--- src/rtl/inst_cache_pkg.sv ---
// Shared types and PC field-extract helpers for the instruction cache.
package inst_cache_pkg;

    localparam int unsigned DEF_INDEX_BITS = 32'd4;
    localparam int unsigned DEF_WORD_BITS  = 32'd2;

    typedef enum logic [0:0] {
        IDLE   = 1'b0,
        REFILL = 1'b1
    } cache_state_e;

    function automatic logic [31:0] pc_tag(input logic [31:0] pc, input int unsigned ib,
                                           input int unsigned wb);
        return pc >> (32'd2 + wb + ib);
    endfunction

    function automatic logic [31:0] pc_index(input logic [31:0] pc, input int unsigned ib,
                                             input int unsigned wb);
        return (pc >> (32'd2 + wb)) & ((32'd1 << ib) - 32'd1);
    endfunction

    function automatic logic [31:0] pc_word(input logic [31:0] pc, input int unsigned wb);
        return (pc >> 32'd2) & ((32'd1 << wb) - 32'd1);
    endfunction

endpackage

--- src/rtl/inst_cache_if.sv ---
// Fetcher-side request/response and memory-side refill handshake of the cache.
interface inst_cache_if;
    logic        fetch_inst;
    logic [31:0] current_PC;
    logic        inst_valid;
    logic [31:0] inst_data;
    logic        mem_req;
    logic [31:0] mem_addr;
    logic        mem_valid;
    logic [31:0] mem_data;

    modport slave (
        input  fetch_inst, current_PC, mem_valid, mem_data,
        output inst_valid, inst_data, mem_req, mem_addr
    );

    modport master (
        output fetch_inst, current_PC, mem_valid, mem_data,
        input  inst_valid, inst_data, mem_req, mem_addr
    );
endinterface

--- src/rtl/inst_cache_array.sv ---
// Register-based valid/tag/data storage: one write port, one combinational read port.
module inst_cache_array
    import inst_cache_pkg::*;
#(
    parameter int unsigned INDEX_BITS = DEF_INDEX_BITS,
    parameter int unsigned WORD_BITS  = DEF_WORD_BITS,
    localparam int unsigned TAG_W     = 32'd30 - INDEX_BITS - WORD_BITS,
    localparam int unsigned LINES     = 32'd1 << INDEX_BITS,
    localparam int unsigned WORDS     = 32'd1 << WORD_BITS
) (
    input  logic                  clk_in,
    input  logic                  rst_in,
    input  logic                  inv_we_s,
    input  logic                  tag_we_s,
    input  logic                  data_we_s,
    input  logic [INDEX_BITS-1:0] wr_idx_s,
    input  logic [WORD_BITS-1:0]  wr_word_s,
    input  logic [TAG_W-1:0]      wr_tag_s,
    input  logic [31:0]           wr_data_s,
    input  logic [INDEX_BITS-1:0] rd_idx_s,
    input  logic [WORD_BITS-1:0]  rd_word_s,
    output logic                  rd_valid_s,
    output logic [TAG_W-1:0]      rd_tag_s,
    output logic [31:0]           rd_data_s
);
    logic [LINES-1:0] valid_r;
    logic [TAG_W-1:0] tag_r  [LINES];
    logic [31:0]      data_r [LINES][WORDS];

    // Valid bits: the only storage cleared by reset; invalidate wins over set.
    always_ff @(posedge clk_in or posedge rst_in) begin
        if (rst_in) begin
            valid_r <= {LINES{1'b0}};
        end else if (inv_we_s) begin
            valid_r[wr_idx_s] <= 1'b0;
        end else if (tag_we_s) begin
            valid_r[wr_idx_s] <= 1'b1;
        end else begin
            valid_r <= valid_r;
        end
    end

    // Tag and data payload, deliberately left unreset.
    always_ff @(posedge clk_in) begin
        if (tag_we_s) begin
            tag_r[wr_idx_s] <= wr_tag_s;
        end
        if (data_we_s) begin
            data_r[wr_idx_s][wr_word_s] <= wr_data_s;
        end
    end

    assign rd_valid_s = valid_r[rd_idx_s];
    assign rd_tag_s   = tag_r[rd_idx_s];
    assign rd_data_s  = data_r[rd_idx_s][rd_word_s];

endmodule

--- src/rtl/inst_cache.sv ---
// Direct-mapped read-only instruction cache: zero-latency hit path plus an
// in-order whole-line refill FSM toward the memory controller.
module inst_cache
    import inst_cache_pkg::*;
#(
    parameter int unsigned INDEX_BITS = DEF_INDEX_BITS,
    parameter int unsigned WORD_BITS  = DEF_WORD_BITS
) (
    input  logic        clk_in,
    input  logic        rst_in,
    input  logic        rdy_in,
    inst_cache_if.slave bus
);
    localparam int unsigned TAG_W = 32'd30 - INDEX_BITS - WORD_BITS;
    localparam logic [WORD_BITS-1:0] LAST_WORD = {WORD_BITS{1'b1}};

    logic [31:0]           tag_full_s, idx_full_s, word_full_s;
    logic [TAG_W-1:0]      pc_tag_s;
    logic [INDEX_BITS-1:0] pc_idx_s;
    logic [WORD_BITS-1:0]  pc_word_s;

    cache_state_e          state_r, state_nxt_s;
    logic [WORD_BITS-1:0]  cnt_r;
    logic [TAG_W-1:0]      refill_tag_r;
    logic [INDEX_BITS-1:0] refill_idx_r;
    logic                  mem_req_r;
    logic [31:0]           mem_addr_r;

    logic                  hit_s, miss_s, fill_word_s, fill_last_s;
    logic                  rd_valid_s;
    logic [TAG_W-1:0]      rd_tag_s;
    logic [31:0]           rd_data_s;
    logic [INDEX_BITS-1:0] wr_idx_s;

    assign tag_full_s  = pc_tag(bus.current_PC, INDEX_BITS, WORD_BITS);
    assign idx_full_s  = pc_index(bus.current_PC, INDEX_BITS, WORD_BITS);
    assign word_full_s = pc_word(bus.current_PC, WORD_BITS);
    assign pc_tag_s    = tag_full_s[TAG_W-1:0];
    assign pc_idx_s    = idx_full_s[INDEX_BITS-1:0];
    assign pc_word_s   = word_full_s[WORD_BITS-1:0];

    // A miss invalidates the requested line; every other write targets the line being filled.
    assign wr_idx_s = miss_s ? pc_idx_s : refill_idx_r;

    inst_cache_array #(
        .INDEX_BITS (INDEX_BITS),
        .WORD_BITS  (WORD_BITS)
    ) u_array (
        .clk_in     (clk_in),
        .rst_in     (rst_in),
        .inv_we_s   (miss_s),
        .tag_we_s   (fill_last_s),
        .data_we_s  (fill_word_s),
        .wr_idx_s   (wr_idx_s),
        .wr_word_s  (cnt_r),
        .wr_tag_s   (refill_tag_r),
        .wr_data_s  (bus.mem_data),
        .rd_idx_s   (pc_idx_s),
        .rd_word_s  (pc_word_s),
        .rd_valid_s (rd_valid_s),
        .rd_tag_s   (rd_tag_s),
        .rd_data_s  (rd_data_s)
    );

    // FSM state register.
    always_ff @(posedge clk_in or posedge rst_in) begin
        if (rst_in) begin
            state_r <= IDLE;
        end else if (rdy_in) begin
            state_r <= state_nxt_s;
        end else begin
            state_r <= state_r;
        end
    end

    // Next-state and hit/miss/fill decode; everything is gated by rdy_in.
    always_comb begin
        state_nxt_s = state_r;
        hit_s       = 1'b0;
        miss_s      = 1'b0;
        fill_word_s = 1'b0;
        fill_last_s = 1'b0;
        case (state_r)
            IDLE: begin
                if (rdy_in && bus.fetch_inst) begin
                    if (rd_valid_s && (rd_tag_s == pc_tag_s)) begin
                        hit_s = 1'b1;
                    end else begin
                        miss_s      = 1'b1;
                        state_nxt_s = REFILL;
                    end
                end else begin
                    hit_s = 1'b0;
                end
            end
            REFILL: begin
                if (rdy_in && bus.mem_valid) begin
                    fill_word_s = 1'b1;
                    if (cnt_r == LAST_WORD) begin
                        fill_last_s = 1'b1;
                        state_nxt_s = IDLE;
                    end else begin
                        fill_last_s = 1'b0;
                    end
                end else begin
                    fill_word_s = 1'b0;
                end
            end
            default: begin
                state_nxt_s = IDLE;
            end
        endcase
    end

    // Refill bookkeeping and the registered memory request; the next address appears the cycle after each word.
    always_ff @(posedge clk_in or posedge rst_in) begin
        if (rst_in) begin
            cnt_r        <= {WORD_BITS{1'b0}};
            refill_tag_r <= {TAG_W{1'b0}};
            refill_idx_r <= {INDEX_BITS{1'b0}};
            mem_req_r    <= 1'b0;
            mem_addr_r   <= 32'd0;
        end else if (miss_s) begin
            cnt_r        <= {WORD_BITS{1'b0}};
            refill_tag_r <= pc_tag_s;
            refill_idx_r <= pc_idx_s;
            mem_req_r    <= 1'b1;
            mem_addr_r   <= {pc_tag_s, pc_idx_s, {WORD_BITS{1'b0}}, 2'b00};
        end else if (fill_last_s) begin
            cnt_r     <= {WORD_BITS{1'b0}};
            mem_req_r <= 1'b0;
        end else if (fill_word_s) begin
            cnt_r      <= cnt_r + WORD_BITS'(1'b1);
            mem_addr_r <= {refill_tag_r, refill_idx_r, cnt_r + WORD_BITS'(1'b1), 2'b00};
        end else begin
            cnt_r <= cnt_r;
        end
    end

    assign bus.inst_valid = hit_s;
    assign bus.inst_data  = hit_s ? rd_data_s : 32'd0;
    assign bus.mem_req    = mem_req_r;
    assign bus.mem_addr   = mem_addr_r;

endmodule

--- src/flat_wrapper.sv ---
// flat-port wrapper written by rule: the top's interface ports become plain ports
module inst_cache_flat import inst_cache_pkg::*;
#(
    parameter int unsigned INDEX_BITS = DEF_INDEX_BITS,
    parameter int unsigned WORD_BITS  = DEF_WORD_BITS
)
  (clk_in, rst_in, rdy_in, bus_fetch_inst, bus_current_PC, bus_mem_valid, bus_mem_data, bus_inst_valid, bus_inst_data, bus_mem_req, bus_mem_addr);
  inst_cache_if bus_i ();
  input  logic clk_in;
  input  logic rst_in;
  input  logic rdy_in;
  input wire logic [$bits(bus_i.fetch_inst)-1:0] bus_fetch_inst;
  input wire logic [$bits(bus_i.current_PC)-1:0] bus_current_PC;
  input wire logic [$bits(bus_i.mem_valid)-1:0] bus_mem_valid;
  input wire logic [$bits(bus_i.mem_data)-1:0] bus_mem_data;
  output wire logic [$bits(bus_i.inst_valid)-1:0] bus_inst_valid;
  output wire logic [$bits(bus_i.inst_data)-1:0] bus_inst_data;
  output wire logic [$bits(bus_i.mem_req)-1:0] bus_mem_req;
  output wire logic [$bits(bus_i.mem_addr)-1:0] bus_mem_addr;
  assign bus_i.fetch_inst = bus_fetch_inst;
  assign bus_i.current_PC = bus_current_PC;
  assign bus_i.mem_valid = bus_mem_valid;
  assign bus_i.mem_data = bus_mem_data;
  assign bus_inst_valid = bus_i.inst_valid;
  assign bus_inst_data = bus_i.inst_data;
  assign bus_mem_req = bus_i.mem_req;
  assign bus_mem_addr = bus_i.mem_addr;
  inst_cache #(.INDEX_BITS(INDEX_BITS), .WORD_BITS(WORD_BITS)) u_core (.clk_in(clk_in), .rst_in(rst_in), .rdy_in(rdy_in), .bus(bus_i));
endmodule
--- config.mk ---
export PLATFORM = sky130hd
export DESIGN_NAME = inst_cache_flat
export DESIGN_NICKNAME = d
export VERILOG_FILES = /design/src/rtl/inst_cache_pkg.sv /design/src/rtl/inst_cache_if.sv /design/src/rtl/inst_cache_array.sv /design/src/rtl/inst_cache.sv /design/src/flat_wrapper.sv
export SDC_FILE = /design/constraint.sdc
export NUM_CORES = 2
export LEC_CHECK = 0
export BUFFER_PORTS_ARGS = -buffer_cell sky130_fd_sc_hd__buf_2
export CAP_MARGIN = 20
export CORE_ASPECT_RATIO = 1.5
export CORE_MARGIN = 3
export CORE_UTILIZATION = 62
export CTS_CLUSTER_SIZE = 25
export DETAILED_ROUTE_END_ITERATION = 10
export MAX_ROUTING_LAYER = met4
export PLACE_DENSITY = 0.84
export SLEW_MARGIN = 15
export SYNTH_ARGS = -nofsm -noshare
export SYNTH_HDL_FRONTEND = slang
export SYNTH_HIERARCHICAL = 1
export SYNTH_SLANG_ARGS = --single-unit
export TNS_END_PERCENT = 50
--- constraint.sdc ---
create_clock -name clk_in -period 7.05 [get_ports clk_in]
set_input_delay 1.0575 -clock clk_in [delete_from_list [all_inputs] [get_ports clk_in]]
set_output_delay 1.0575 -clock clk_in [all_outputs]
set_load 0.01 [all_outputs]
==> impl_metrics.yaml <==
place:
  port_buffers: 130
  dp_hpwl_mm: 141.0
  finalWeightedCongestion: 0.8355
yosys:
  ys.warnings.count: 6
  synth-adder-area-share: 0.0001293
  postSynth.asyncResetShare: 0.03108
  synth_seq_cells: 2510
  synth-seq-area-share: 0.7748
  synthMuxAreaShare: 0.1703
  postSynthCellCount: 4198
  yosysUniqueCellTypes: 56
  synthFlopType: "edfxtp_1"
  synth_compound_area_frac: 0.01878
  synth_enable_flop_cells: 2432
  syn_area_per_cell_um2: 23.05
  yosys.area_share.simple: 0.01868
  synth_xor_area_frac: 0.002172
  synth_area_um2: 96780
  synth_top_family_by_area: "multiplexers"
finish:
  area_growth_pct: 11.59
  layout_commonest_cell: "edfxtp_1"
  post-route-util: 0.6966
  layout-drive-gt1-share: 0.2985
  fin_nets: 4566
  final_cell_mix: "2,432 x edfxtp_1, 666 x mux4_2, 207 x clkbuf_16"
power_and_ir_drop:
  leakagePower_nw: 34.12
  p_per_area_nw_per_um2: 292.0
  power_mw: 31.54
  peakVddDrop_uv: 289.2
die:
  core_um2: 155000
  fp.dieH_um: 489.9
  row_count: 177
  initial_utilization: 0.6243
  io_pins: 135
  fp.dieW_um: 328.6
  design.die.area_um2: 161000
clock_tree:
  cts_root_buffer: "clkbuf_16"
  cts_tree: "done"
  cts_num_sinks: 2510
  htreeDepth: 4
  postCtsSetupBuffers: 0
  cts_resized: 0
  postCtsHoldBufs: 0
  cts_made_buffers: 201
  clockBufferDepth: 3
  path_clk_slew_ps: 60
  worstSkewPairLatency_ps: 860
timing:
  fmax_mhz: 155.1
  hold_violations: 0
  fin_crit_sh: 0.9147
  period_minus_slack_ps: 6449
  relSlewSlack: 0.2039
  finClkSkew_ps: 60.56
  finalMaxSlewViolations: 0
  worstMarginPinSlew_ps: 1194
  rsz0062_at_grt: "false"
  fin_setup_tns_ps: 0
  setup_violations: 0
route:
  totalWireLength_mm: 276.3
  drt_pre_antenna_iters: 8
  wl_per_cell_um: 41.02
  drc_errors: 0
  ant_nets: 0
  vias: 50460
  first_iter_violations: 8887
  viasPerCell: 7.490
critical_path:
  start_kind: "input pin"
  reg2reg_from: "u_core/u_array/tag_r[10][20]"
  crit_type: "input pin to output port"
  worst_setup_path_end_kind: "output port"
  arrival_ps: 5390
  cp.required_ps: 5990
  cp_max_fo: 50
  rrSetupSlack_ps: 1110
  cp-startpoint: "bus_current_PC[4]"
hold_path:
  hp-class: "input pin to asynchronous set/reset pin"
global_routing:
  grt_first_pass_wirelength_mm: 390.9
  antenna_found_initial: 15
  grt_pass1_vias: 51610
  overflow: 0
  track_usage: 0.3620
  grt_max_degree: 113
status:
  outcome: "complete, no violations"
run:
  drv_cap: 0
-- metrics by stage --
step                hold slack, ps  instance area (µm²)  instances  worst slack (ps)
floorplan                    454.6                96780       4199             182.4
global placement             467.0               101300       6347             323.5
detailed placement           477.9               101300       6347             239.6
CTS                          192.7               107800       6718             636.0
global route                 232.0               108000       6734             451.4
finish                       238.5               108000       6737             601.3
-- layout make-up --
| cell class | count | area (µm²) |
|---|---|---|
| fill | 8072 | 47030 |
| clock inverter | 114 | 1120 |
| clock buffer | 257 | 5378 |
| timing repair buffer | 331 | 3018 |
| sequential | 2510 | 74980 |
| inverter | 12 | 46.29 |
| multi-input combinational | 1440 | 20840 |
| antenna | 15 | 37.54 |
| tap | 2058 | 2575 |
-- where the power goes --
part / switching (mW) / leakage (nW) / internal [mW] / total [mW]
Sequential: 0.510 / 22.8 / 17.1 / 17.6
Clock: 5.33 / 3.15 / 6.08 / 11.4
Combinational: 1.63 / 8.15 / 0.912 / 2.55
Total: 7.47 / 34.1 / 24.1 / 31.5
-- sequential cells by signal (all words and copies together) (netlist names), named ones only --
| name | cells |
|---|---|
| u_core/refill_tag_r | 24 |
| u_core/bus.mem_req | 1 |
| u_core/u_array/tag_r | 384 |
| u_core/state_r | 1 |
| u_core/refill_idx_r | 4 |
| u_core/u_array/data_r | 2048 |
| u_core/bus.mem_addr | 30 |
| u_core/cnt_r | 2 |
-- metal layers --
| layer | track usage | wire length (µm) | vias to the layer above |
|---|---|---|---|
| met5 | - | 0 | - |
| met4 | 0.2354 | 23230 | 0 |
| met3 | 0.08397 | 34670 | 1319 |
| met2 | 0.5719 | 137500 | 5194 |
| met1 | 0.4212 | 80980 | 25530 |
| li1 | - | - | 18420 |
-- cell usage after synthesis, types with 4 or more instances --
cell       instances  area share
or3_1             28      0.0018
a221oi_1          13      0.0012
clkbuf_1          78      0.0030
and3_1            11     0.00071
xnor2_1           13      0.0012
o21ai_0           13     0.00067
nand4_1            4     0.00026
o221ai_1          10     0.00090
nor2b_1           26      0.0017
a22oi_1           61      0.0047
buf_2             61      0.0032
o22a_1             9     0.00081
a2bb2oi_1          7     0.00063
nand3_1           20      0.0010
mux2_2            39      0.0045
buf_4             37      0.0029
inv_1             10     0.00039
nor2_1           107      0.0042
and2_1            49      0.0032
dfrtp_1           78       0.020
a211o_1           11      0.0010
nand2b_1           7     0.00045
buf_1             24     0.00093
mux2i_1           96      0.0099
a211oi_1           7     0.00054
nor3_1            36      0.0019
nand2_1           71      0.0028
o221a_1           28      0.0033
o22ai_1           15     0.00097
xor2_1            11      0.0010
edfxtp_1        2432        0.75
a32oi_1           10     0.00090
a21oi_1           44      0.0023
mux4_2           666        0.15
buf_6             28      0.0033
buf_8              5     0.00078
a31oi_1            5     0.00032
-- final timing paths --
check	endpoint	depth (start not counted)
min reg2reg	register	1
min in group clk_in	register	1
max reg2reg	u_core/u_array/data_r[11][56]	11
min	u_core/bus.mem_addr[10]	2
max	bus_inst_data[5]	10
max in group asynchronous	u_core/refill_tag_r[17]	3
-- cell families (layout without fill, tap and decap cells) --
kind of cell               after synthesis  after routing
muxes                                  804            804
DFF                                   2510           2510
buffers and inverters                  249            714
other                                    1             17
AOI/OAI and AO/OA                      240            240
xor gates and xnor gates                24             24
and+or+nand+nor                        369            369
adders and majority gates                1              1
-- worst max-delay path: stages --
cell and delay (ps):
buf_8 340, buf_4 710, buf_4 890, mux4_2 380, mux2i_1 80, a221oi_1 860
a21oi_1 210, a21oi_1 420, and2_1 180, buf_2 120
Note: power is estimated with default switching activity, not from simulation.
